==> src/rtl/spi_master_pkg.sv <==
// Shared types and helpers for the multimode SPI master.
package spi_master_pkg;

  typedef enum logic [2:0] {
    ST_IDLE,
    ST_SETUP,
    ST_SHIFT,
    ST_HOLD,
    ST_GAP
  } state_t;

  localparam int CPOL_IDX = 1;
  localparam int CPHA_IDX = 0;

  // A requested length of 0, or anything beyond the supported maximum, means a full-width transfer.
  function automatic int unsigned clamp_nbits(input int unsigned nbits, input int unsigned max_nbits);
    return ((nbits == 0) || (nbits > max_nbits)) ? max_nbits : nbits;
  endfunction

endpackage

==> src/rtl/spi_sclk_gen.sv <==
// Half-period timer: one-cycle tick every div+1 aclk cycles while enabled, restarting from zero when disabled.
module spi_sclk_gen #(
  parameter int W = 8
) (
  input  logic         aclk,
  input  logic         arst,
  input  logic         en,
  input  logic [W-1:0] div,
  output logic         tick
);

  logic [W-1:0] cnt_q;

  assign tick = en && (cnt_q == div);

  always_ff @(posedge aclk or posedge arst) begin
    if (arst) begin
      cnt_q <= '0;
    end else if (!en || tick) begin
      cnt_q <= '0;
    end else begin
      cnt_q <= cnt_q + W'(1);
    end
  end

endmodule

==> src/rtl/spi_master_multimode.sv <==
// SPI master with runtime length, mode, bit order and clock divider; config latched on a trigger edge.
module spi_master_multimode
  import spi_master_pkg::*;
#(
  parameter int                MAX_NBITS   = 32,
  parameter int                NBW         = $clog2(MAX_NBITS + 1),
  parameter int                NCLKDIVBITS = 8,
  parameter int                NCSBITS     = 3,
  parameter logic [NCSBITS-1:0] CS_RESET   = '1
) (
  input  logic                   aclk,
  input  logic                   arst,
  input  logic [MAX_NBITS-1:0]   spi_din,
  input  logic [NBW-1:0]         spi_nbits,
  input  logic [NCLKDIVBITS-1:0] spi_clkdiv,
  input  logic [1:0]             spi_mode,
  input  logic                   spi_lsb_first,
  input  logic [NCSBITS-1:0]     spi_cs,
  input  logic [NCSBITS-1:0]     spi_cs_idle,
  input  logic                   spi_trigger,
  output logic [MAX_NBITS-1:0]   spi_dout,
  output logic                   spi_busy,
  output logic                   spi_done,
  output logic                   spi_overrun,
  output logic [31:0]            spi_event_count,
  output logic [NCSBITS-1:0]     cs,
  output logic                   sclk,
  output logic                   mosi,
  input  logic                   miso
);

  state_t                   state_q, state_d;
  logic                     trig_q, trig_edge, tick;
  logic [MAX_NBITS-1:0]     tx_sh, rx_sh, dout_q, tx_align, tx_nxt;
  logic [NBW-1:0]           n_q, n_in, sh_amt;
  logic [NCLKDIVBITS-1:0]   div_q;
  logic                     cpha_q, lsb_q;
  logic [NCSBITS-1:0]       cs_q, cs_idle_q;
  logic [NBW:0]             hp_q, hp_last;
  logic                     sclk_q, mosi_q, done_q, ovr_q;
  logic [31:0]              evt_q;
  logic                     leading, sample, present;

  assign trig_edge = spi_trigger & ~trig_q;
  assign n_in      = NBW'(clamp_nbits(32'(spi_nbits), MAX_NBITS));
  assign sh_amt    = NBW'(MAX_NBITS) - n_in;
  // MSB-first words are left-justified so the outgoing bit is always at the top.
  assign tx_align  = spi_lsb_first ? spi_din : (spi_din << sh_amt);
  assign tx_nxt    = lsb_q ? (tx_sh >> 1) : (tx_sh << 1);
  assign hp_last   = {n_q, 1'b0} - (NBW+1)'(1);
  assign leading   = ~hp_q[0];
  assign sample    = leading ^ cpha_q;
  assign present   = ~sample && !(!cpha_q && (hp_q == hp_last)) && !(cpha_q && (hp_q == '0));

  spi_sclk_gen #(.W(NCLKDIVBITS)) u_sclk_gen (
    .aclk (aclk),
    .arst (arst),
    .en   (state_q != ST_IDLE),
    .div  (div_q),
    .tick (tick)
  );

  always_ff @(posedge aclk or posedge arst) begin
    if (arst) state_q <= ST_IDLE;
    else      state_q <= state_d;
  end

  always_comb begin
    state_d = state_q;
    case (state_q)
      ST_IDLE:  if (trig_edge) state_d = ST_SETUP;
      ST_SETUP: if (tick) state_d = ST_SHIFT;
      ST_SHIFT: if (tick && (hp_q == hp_last)) state_d = ST_HOLD;
      ST_HOLD:  if (tick) state_d = ST_GAP;
      ST_GAP:   if (tick) state_d = ST_IDLE;
      default:  state_d = ST_IDLE;
    endcase
  end

  always_ff @(posedge aclk or posedge arst) begin
    if (arst) begin
      trig_q <= 1'b0;  done_q <= 1'b0;  ovr_q <= 1'b0;
      cs_q <= CS_RESET;  cs_idle_q <= CS_RESET;
      sclk_q <= 1'b0;  mosi_q <= 1'b0;
      tx_sh <= '0;  rx_sh <= '0;  dout_q <= '0;
      n_q <= '0;  div_q <= '0;  cpha_q <= 1'b0;  lsb_q <= 1'b0;
      hp_q <= '0;  evt_q <= '0;
    end else begin
      trig_q <= spi_trigger;
      done_q <= 1'b0;
      if (trig_edge && (state_q != ST_IDLE)) ovr_q <= 1'b1;
      case (state_q)
        ST_IDLE: begin
          cs_q   <= spi_cs_idle;
          sclk_q <= spi_mode[CPOL_IDX];
          mosi_q <= 1'b0;
          if (trig_edge) begin
            ovr_q     <= 1'b0;
            n_q       <= n_in;
            div_q     <= spi_clkdiv;
            cpha_q    <= spi_mode[CPHA_IDX];
            lsb_q     <= spi_lsb_first;
            cs_q      <= spi_cs;
            cs_idle_q <= spi_cs_idle;
            tx_sh     <= tx_align;
            mosi_q    <= spi_lsb_first ? tx_align[0] : tx_align[MAX_NBITS-1];
            rx_sh     <= '0;
            hp_q      <= '0;
          end
        end
        ST_SHIFT: begin
          if (tick) begin
            sclk_q <= ~sclk_q;
            hp_q   <= hp_q + (NBW+1)'(1);
            if (sample) rx_sh <= lsb_q ? {miso, rx_sh[MAX_NBITS-1:1]} : {rx_sh[MAX_NBITS-2:0], miso};
            if (present) begin
              tx_sh  <= tx_nxt;
              mosi_q <= lsb_q ? tx_nxt[0] : tx_nxt[MAX_NBITS-1];
            end
          end
        end
        ST_HOLD: if (tick) cs_q <= cs_idle_q;
        ST_GAP: begin
          if (tick) begin
            done_q <= 1'b1;
            evt_q  <= evt_q + 32'd1;
            // LSB-first samples enter at the top; slide them down to bit 0.
            dout_q <= lsb_q ? (rx_sh >> (NBW'(MAX_NBITS) - n_q)) : rx_sh;
          end
        end
        default: ;
      endcase
    end
  end

  assign spi_busy        = (state_q != ST_IDLE);
  assign spi_done        = done_q;
  assign spi_overrun     = ovr_q;
  assign spi_dout        = dout_q;
  assign spi_event_count = evt_q;
  assign cs              = cs_q;
  assign sclk            = sclk_q;
  assign mosi            = mosi_q;

endmodule

==> config.mk <==
export PLATFORM = sky130hd
export DESIGN_NAME = spi_master_multimode
export DESIGN_NICKNAME = d
export VERILOG_FILES = /design/src/rtl/spi_master_pkg.sv /design/src/rtl/spi_sclk_gen.sv /design/src/rtl/spi_master_multimode.sv
export SDC_FILE = /design/constraint.sdc
export NUM_CORES = 1
export LEC_CHECK = 0
export CAP_MARGIN = 10
export CORE_MARGIN = 2
export CORE_UTILIZATION = 40
export DETAILED_ROUTE_END_ITERATION = 7
export PLACE_DENSITY = 0.6
export SLEW_MARGIN = 20
export SYNTH_ARGS = -nofsm -noshare
export SYNTH_HDL_FRONTEND = slang
export SYNTH_HIERARCHICAL = 1
export SYNTH_SLANG_ARGS = --single-unit
==> constraint.sdc <==
create_clock -name aclk -period 8.45 [get_ports aclk]
set_input_delay 1.69 -clock aclk [delete_from_list [all_inputs] [get_ports aclk]]
set_output_delay 1.69 -clock aclk [all_outputs]
set_load 0.03 [all_outputs]
* Yosys cells after proc, flatten, opt, wreduce, memory -nomap -nowiden
Cells that the tools add are included.
** Operators by class
- Muxes and demuxes :: 39
- $add $sub $neg :: 6
- Shift operators :: 2
- Reductions and logical operators :: 28
- Equal/unequal tests :: 14
- Bitwise gates (word level) :: 6
- Magnitude comparators :: 1
** Operators by type and width (count)
- 32-bit two-way mux :: 10
- 32-bit case mux with 2 select lines :: 2
- 32-bit by 1-bit adder with 32-bit output, second input constant :: 1
- 32-bit by 6-bit << shifter with 32-bit output :: 1
- 32-bit by 6-bit >> shifter with 32-bit output :: 1
- 3-bit two-way mux :: 7
- 2-bit != test, second input constant :: 8
- 3-bit case mux with 5 select lines :: 1
- 7-bit two-way mux :: 2
- 7-bit case mux with 2 select lines :: 1
- 6-bit subtractor, first input constant :: 2
- 1-bit two-way mux :: 11
- 8-bit by 1-bit adder with 8-bit output, second input constant :: 1
- 8-bit == test :: 1
- 8-bit two-way mux :: 1
- 2-bit AND reduction :: 4
- 4-bit AND reduction :: 2
- 7-bit by 1-bit adder with 7-bit output, second input constant :: 1
- 7-bit == test :: 1
- 1-bit logical AND :: 7
- 7-bit zero test :: 1
- 7-bit by 1-bit subtractor with 7-bit output, second input constant :: 1
- 3-bit by 2-bit == test with 1-bit output, second input constant :: 2
- 6-bit > comparator, second input constant :: 1
- 16 further kinds :: 26
** Storage, ports and cells
- Input bits :: 59
- Output and inout bits :: 72
- Bits in registers :: 173
- Logic and storage cells :: 114

* Logic depth before layout (Yosys ltp)
- Depth in word-level cells :: 9
- Gate-level depth with buffers :: 16
- Depth with buffers taken out :: 11

* Cells and area by module
Netlist, hierarchy kept.
** By module, submodules not included
- spi_master_multimode :: area each 11472.3 um2, sequential area each 4136.5 um2, cells an instance 1239, instances 1
- spi_sclk_gen :: area each 490.5 um2, sequential area each 200.2 um2, cells an instance 47, instances 1

* Worst setup path after synthesis
No wires, ideal clock.
- Path type :: input to register
- Start :: input spi_nbits[0]
- End :: register tx_sh[21]
- Data required time :: 8325 ps
- Buffers on the path :: 4
- Setup time :: 125 ps
- Arrival time :: 4751 ps
- Stages on the path :: 13
- Path slack :: 3574 ps
- Path through :: nor2b_1 > buf_2 > inv_2 > buf_2 > buf_2 > ha_1 > buf_2 > or3b_2 > a311oi_2 > mux2_2 > a21oi_1 > o22ai_1 > mux2_2
** Between the ends
- Cells in the longest elaborated chain, start to end :: 8
- Elaborated cells between the ends (all ways) :: 9
- Classes of those cells :: add/sub (1); order compare (1); shift (1); mux (4); reduce/logical (2)
** Ends and longest elaborated chain
- start, declared :: RTL line spi_master_multimode.sv:14 : input logic [NBW-1:0] spi_nbits,
- 6-bit > comparator or 6-bit zero test (tied branches) :: RTL line spi_master_pkg.sv:17 : return ((nbits == 0) || (nbits > max_nbits)) ? max_nbits : nbits;
- 1-bit logical OR :: RTL line spi_master_pkg.sv:17
- 6-bit two-way mux (*) :: RTL line spi_master_pkg.sv:17
- 6-bit subtractor (*) :: RTL line spi_master_multimode.sv:46 : assign sh_amt = NBW'(MAX_NBITS) - n_in;
- 32-bit by 6-bit << shifter with 32-bit output (*) :: RTL line spi_master_multimode.sv:48 : assign tx_align = spi_lsb_first ? spi_din : (spi_din << sh_amt);
- 32-bit two-way mux (*) :: RTL line spi_master_multimode.sv:48
- 32-bit two-way mux (*) :: RTL line spi_master_multimode.sv:97 : if (trig_edge) begin
- 32-bit case mux with 2 select lines (*) :: RTL line spi_master_multimode.sv:92 : case (state_q)
- end signal, assigned :: RTL line spi_master_multimode.sv:105 : tx_sh <= tx_align;
- end signal, assigned :: RTL line spi_master_multimode.sv:117 : tx_sh <= tx_nxt;
- end, declared :: RTL line spi_master_multimode.sv:34 : logic [MAX_NBITS-1:0] tx_sh, rx_sh, dout_q, tx_align, tx_nxt;
Mark *: on every way between the ends. The rest lies on a longest branch, timed or not. The select of a mux whose other input is x is not followed.
A chain may end at the register's enable or synchronous reset.

* Worst setup path after layout
- Start :: input spi_nbits[0]
- End :: register tx_sh[16]
The elaborated chain is that of the path after synthesis.

==> results.sh <==
export IMPL_status="finished, final reports clean"
export IMPL_fin_skew_ns=0.0110
export IMPL_maxCapViolCount=0
export IMPL_drtIter0Drc=1027
export IMPL_firstDrtPassIters=6
export IMPL_yosysSeqAreaShare=0.363
export IMPL_gp_congestion=0.938
export IMPL_fin_nets=1428
export IMPL_wirelength_mm=36.1
export IMPL_num_rows=63
export IMPL_coreArea_um2=29600
export IMPL_start_util=0.405
export IMPL_vdd_drop_max_mv=0.185
export IMPL_crit_chain="clkdlybuf4s50_1 -> nor2b_2 -> buf_4 -> inv_2 -> ha_2 -> xnor2_2 -> buf_4 -> mux4_2 -> mux2_2 -> o221ai_1 -> o2111ai_1 -> o311ai_0"
export IMPL_cts_repair_resized=0
export IMPL_gr_total_overflow=0
export IMPL_place_hpwl_mm=26.2
export IMPL_cts_sinks=173
export IMPL_cts_hold_buf=0
export IMPL_n_antenna_cell=0
export IMPL_place_inst=1734
export IMPL_hp_class="reg -> reg"
export IMPL_syn_area_um2=12000
export IMPL_synth_top_cell_by_area="dfrtp_1"
export IMPL_first_global_vias=9877
export IMPL_worstPathRequired_ns=8.77
export IMPL_max_stage_delay_ns=0.64
export IMPL_grt_max_degree=92
export IMPL_grt_usage=0.234
export IMPL_yosys_warnings=6
export IMPL_critical_path_startpoint_type="input pin"
export IMPL_final_period_utilization=0.672
export IMPL_dieArea_um2=31300
export IMPL_yosysMostFrequentCell="dfrtp_1"
export IMPL_end_kind="flop"
export IMPL_cts_tree="yes"
export IMPL_io_pins=131
export IMPL_cp_max_fo=27
export IMPL_netlist_cell_type_count=73
export IMPL_drc_errors=0
export IMPL_slowest_stage="xnor2_2"
export IMPL_report_final_slew_viol_count=0
export IMPL_synth_nets=1351
export IMPL_hold_violations=0
export IMPL_antenna_found_initial=0
export IMPL_final_cells=1766
export IMPL_max_slew_margin=0.329
export IMPL_async_flop_share=1.00
export IMPL_wl_per_cell_um=20.5
export IMPL_clkTransAtPathRegs_ns=0.08
export IMPL_synthTopCellsByCount="dfrtp_1, nand2_1, mux2i_1"
export IMPL_synth_flop_cell="dfrtp_1"
export IMPL_cts_buffers=17
export IMPL_drt_vias_per_instance=5.90
export IMPL_tightest_slew_ns=1.00
export IMPL_post_cts_buffers=0
export IMPL_nFillCells=2882
export IMPL_setup_violations=0
export IMPL_syn_instance_count=1286
export IMPL_num_vias=10421
export IMPL_synth_edf_count=0
export IMPL_setup_tns_ns=0
export IMPL_synth_seq_cells=173
export IMPL_ant_nets=0
export IMPL_grt_pass1_wl_mm=57.4
export IMPL_synth_area_leaders="dfrtp_1, mux2i_1, mux4_2"
export IMPL_htree_levels=4
export IMPL_cp_common_cell="buf_4"
export IMPL_area_growth_pct=18.5
export IMPL_drive_gt1_frac=0.122
export IMPL_path_class="in -> reg"
export IMPL_min_period_ns=5.68
export IMPL_fmax_mhz=176
export IMPL_io_buffers=130
export IMPL_avgSynthCellArea_um2=9.30
export IMPL_insertion_delay_ns=0.44
export IMPL_power_density_nw_per_um2=246
export IMPL_p_leak_nw=5.71
export IMPL_netlist_area_leader_share=0.349
export IMPL_rsz0062_at_grt="false"
export IMPL_crit_buf_inv=4
export IMPL_cp_top_family="buffers and inverters"
export IMPL_cts_root_buf="clkbuf_16"
export IMPL_die_h_um=177
export IMPL_cp_arrival_ns=6.00
export IMPL_cts_max_path_buffers=2
export IMPL_dieWidth_um=177
## logic make-up (layout without fill, tap and decap cells)
| kind of cell | count (synthesis) | count (layout) | share of synthesized area |
|---|---|---|---|
| buf+inv | 119 | 209 | 0.0404 |
| flops | 173 | 173 | 0.363 |
| fa+ha+maj | 6 | 6 | 0.00628 |
| mux | 198 | 198 | 0.204 |
| simple gates | 386 | 386 | 0.149 |
| compound gates | 344 | 344 | 0.190 |
| xor+xnor | 60 | 60 | 0.0473 |
## final cells by class
class	instances	area [um^2]	share of cell area
clock inverters	15	143	0.0101
flip-flops and latches	173	4340	0.306
inverters	23	91.3	0.00645
clock buffers	17	425	0.0300
multi-input cells	994	7200	0.508
well taps	390	488	0.0344
repair buffers	154	1490	0.105
## metal layers
layer	up-vias	GRT usage	part of all wire
li1	4910	-	-
met1	5069	0.336	0.46
met2	387	0.360	0.45
met3	55	0.0406	0.060
met4	0	0.0727	0.021
met5	-	0	0
## sequential cells by signal, summed over array words and instances (netlist names), named ones only
| signal | count |
|---|---|
| sclk | 1 |
| cpha_q | 1 |
| spi_event_count | 32 |
| cs | 3 |
| div_q | 8 |
| spi_done | 1 |
| hp_q | 7 |
| state_q | 3 |
| u_sclk_gen/cnt_q | 8 |
| n_q | 6 |
| cs_idle_q | 3 |
| trig_q | 1 |
| lsb_q | 1 |
| rx_sh | 32 |
| mosi | 1 |
| spi_dout | 32 |
| tx_sh | 32 |
## worst paths after layout
path / from / cells past startpoint / slack, ns / end
hold / removal: spi_event_count[31]$_DFFE_PP0P_ / 1 / 0.48 / spi_event_count[31]$_DFFE_PP0P_
setup / recovery: spi_nbits[0] / 12 / 2.77 / tx_sh[16]$_DFFE_PP0P_
setup reg to reg: u_sclk_gen/cnt_q[0]$_DFF_PP0_ / 13 / 4.09 / spi_event_count[31]$_DFFE_PP0P_
max in group asynchronous: arst / 3 / 5.29 / lsb_q$_DFFE_PP0P_
min in group asynchronous: arst / 2 / 1.65 / u_sclk_gen/cnt_q[7]$_DFF_PP0_
hold reg to reg: spi_event_count[31]$_DFFE_PP0P_ / 1 / 0.48 / spi_event_count[31]$_DFFE_PP0P_
## metrics by stage
step                      hold WS, ns  power, mW  setup WS (ns)  instance area, um^2   util
final                           0.477       3.49           2.77                14200  0.479
after global routing            0.508       3.69           2.56                14200  0.479
after CTS                       0.480       3.49           2.60                14200  0.479
after detailed placement        0.469       2.71           2.14                13600  0.460
after global placement          0.461       2.70           2.21                13600  0.460
after floorplan                 0.446       2.29           2.31                12000      -
## placed cells by master, fill, tap and decap left out, types with 8 or more instances in the layout
master / n
mux2i_1: 116
a22o_1: 10
a311oi_1: 8
dfrtp_1: 165
a221oi_1: 11
nor3_1: 22
nor2_1: 81
xor2_1: 20
clkdlybuf4s50_1: 130
or3_1: 9
o21ai_0: 61
a21oi_1: 99
nor2b_1: 27
xnor2_1: 33
inv_1: 20
clkbuf_16: 17
a211oi_1: 18
buf_4: 23
mux4_2: 32
nand4_1: 11
o311ai_0: 8
o22ai_1: 12
a31oi_1: 10
and3_1: 8
o31ai_1: 42
nand3_1: 33
nand2_1: 164
mux2_2: 50
## report_power, final
group	total, mW	internal, mW	switching, mW	leakage (nW)
Combinational	1.55	0.618	0.932	3.12
Sequential	1.16	0.983	0.180	2.30
Clock	0.772	0.393	0.379	0.281
Total	3.49	1.99	1.49	5.71
No activity file was read; power rests on OpenSTA's default activity.
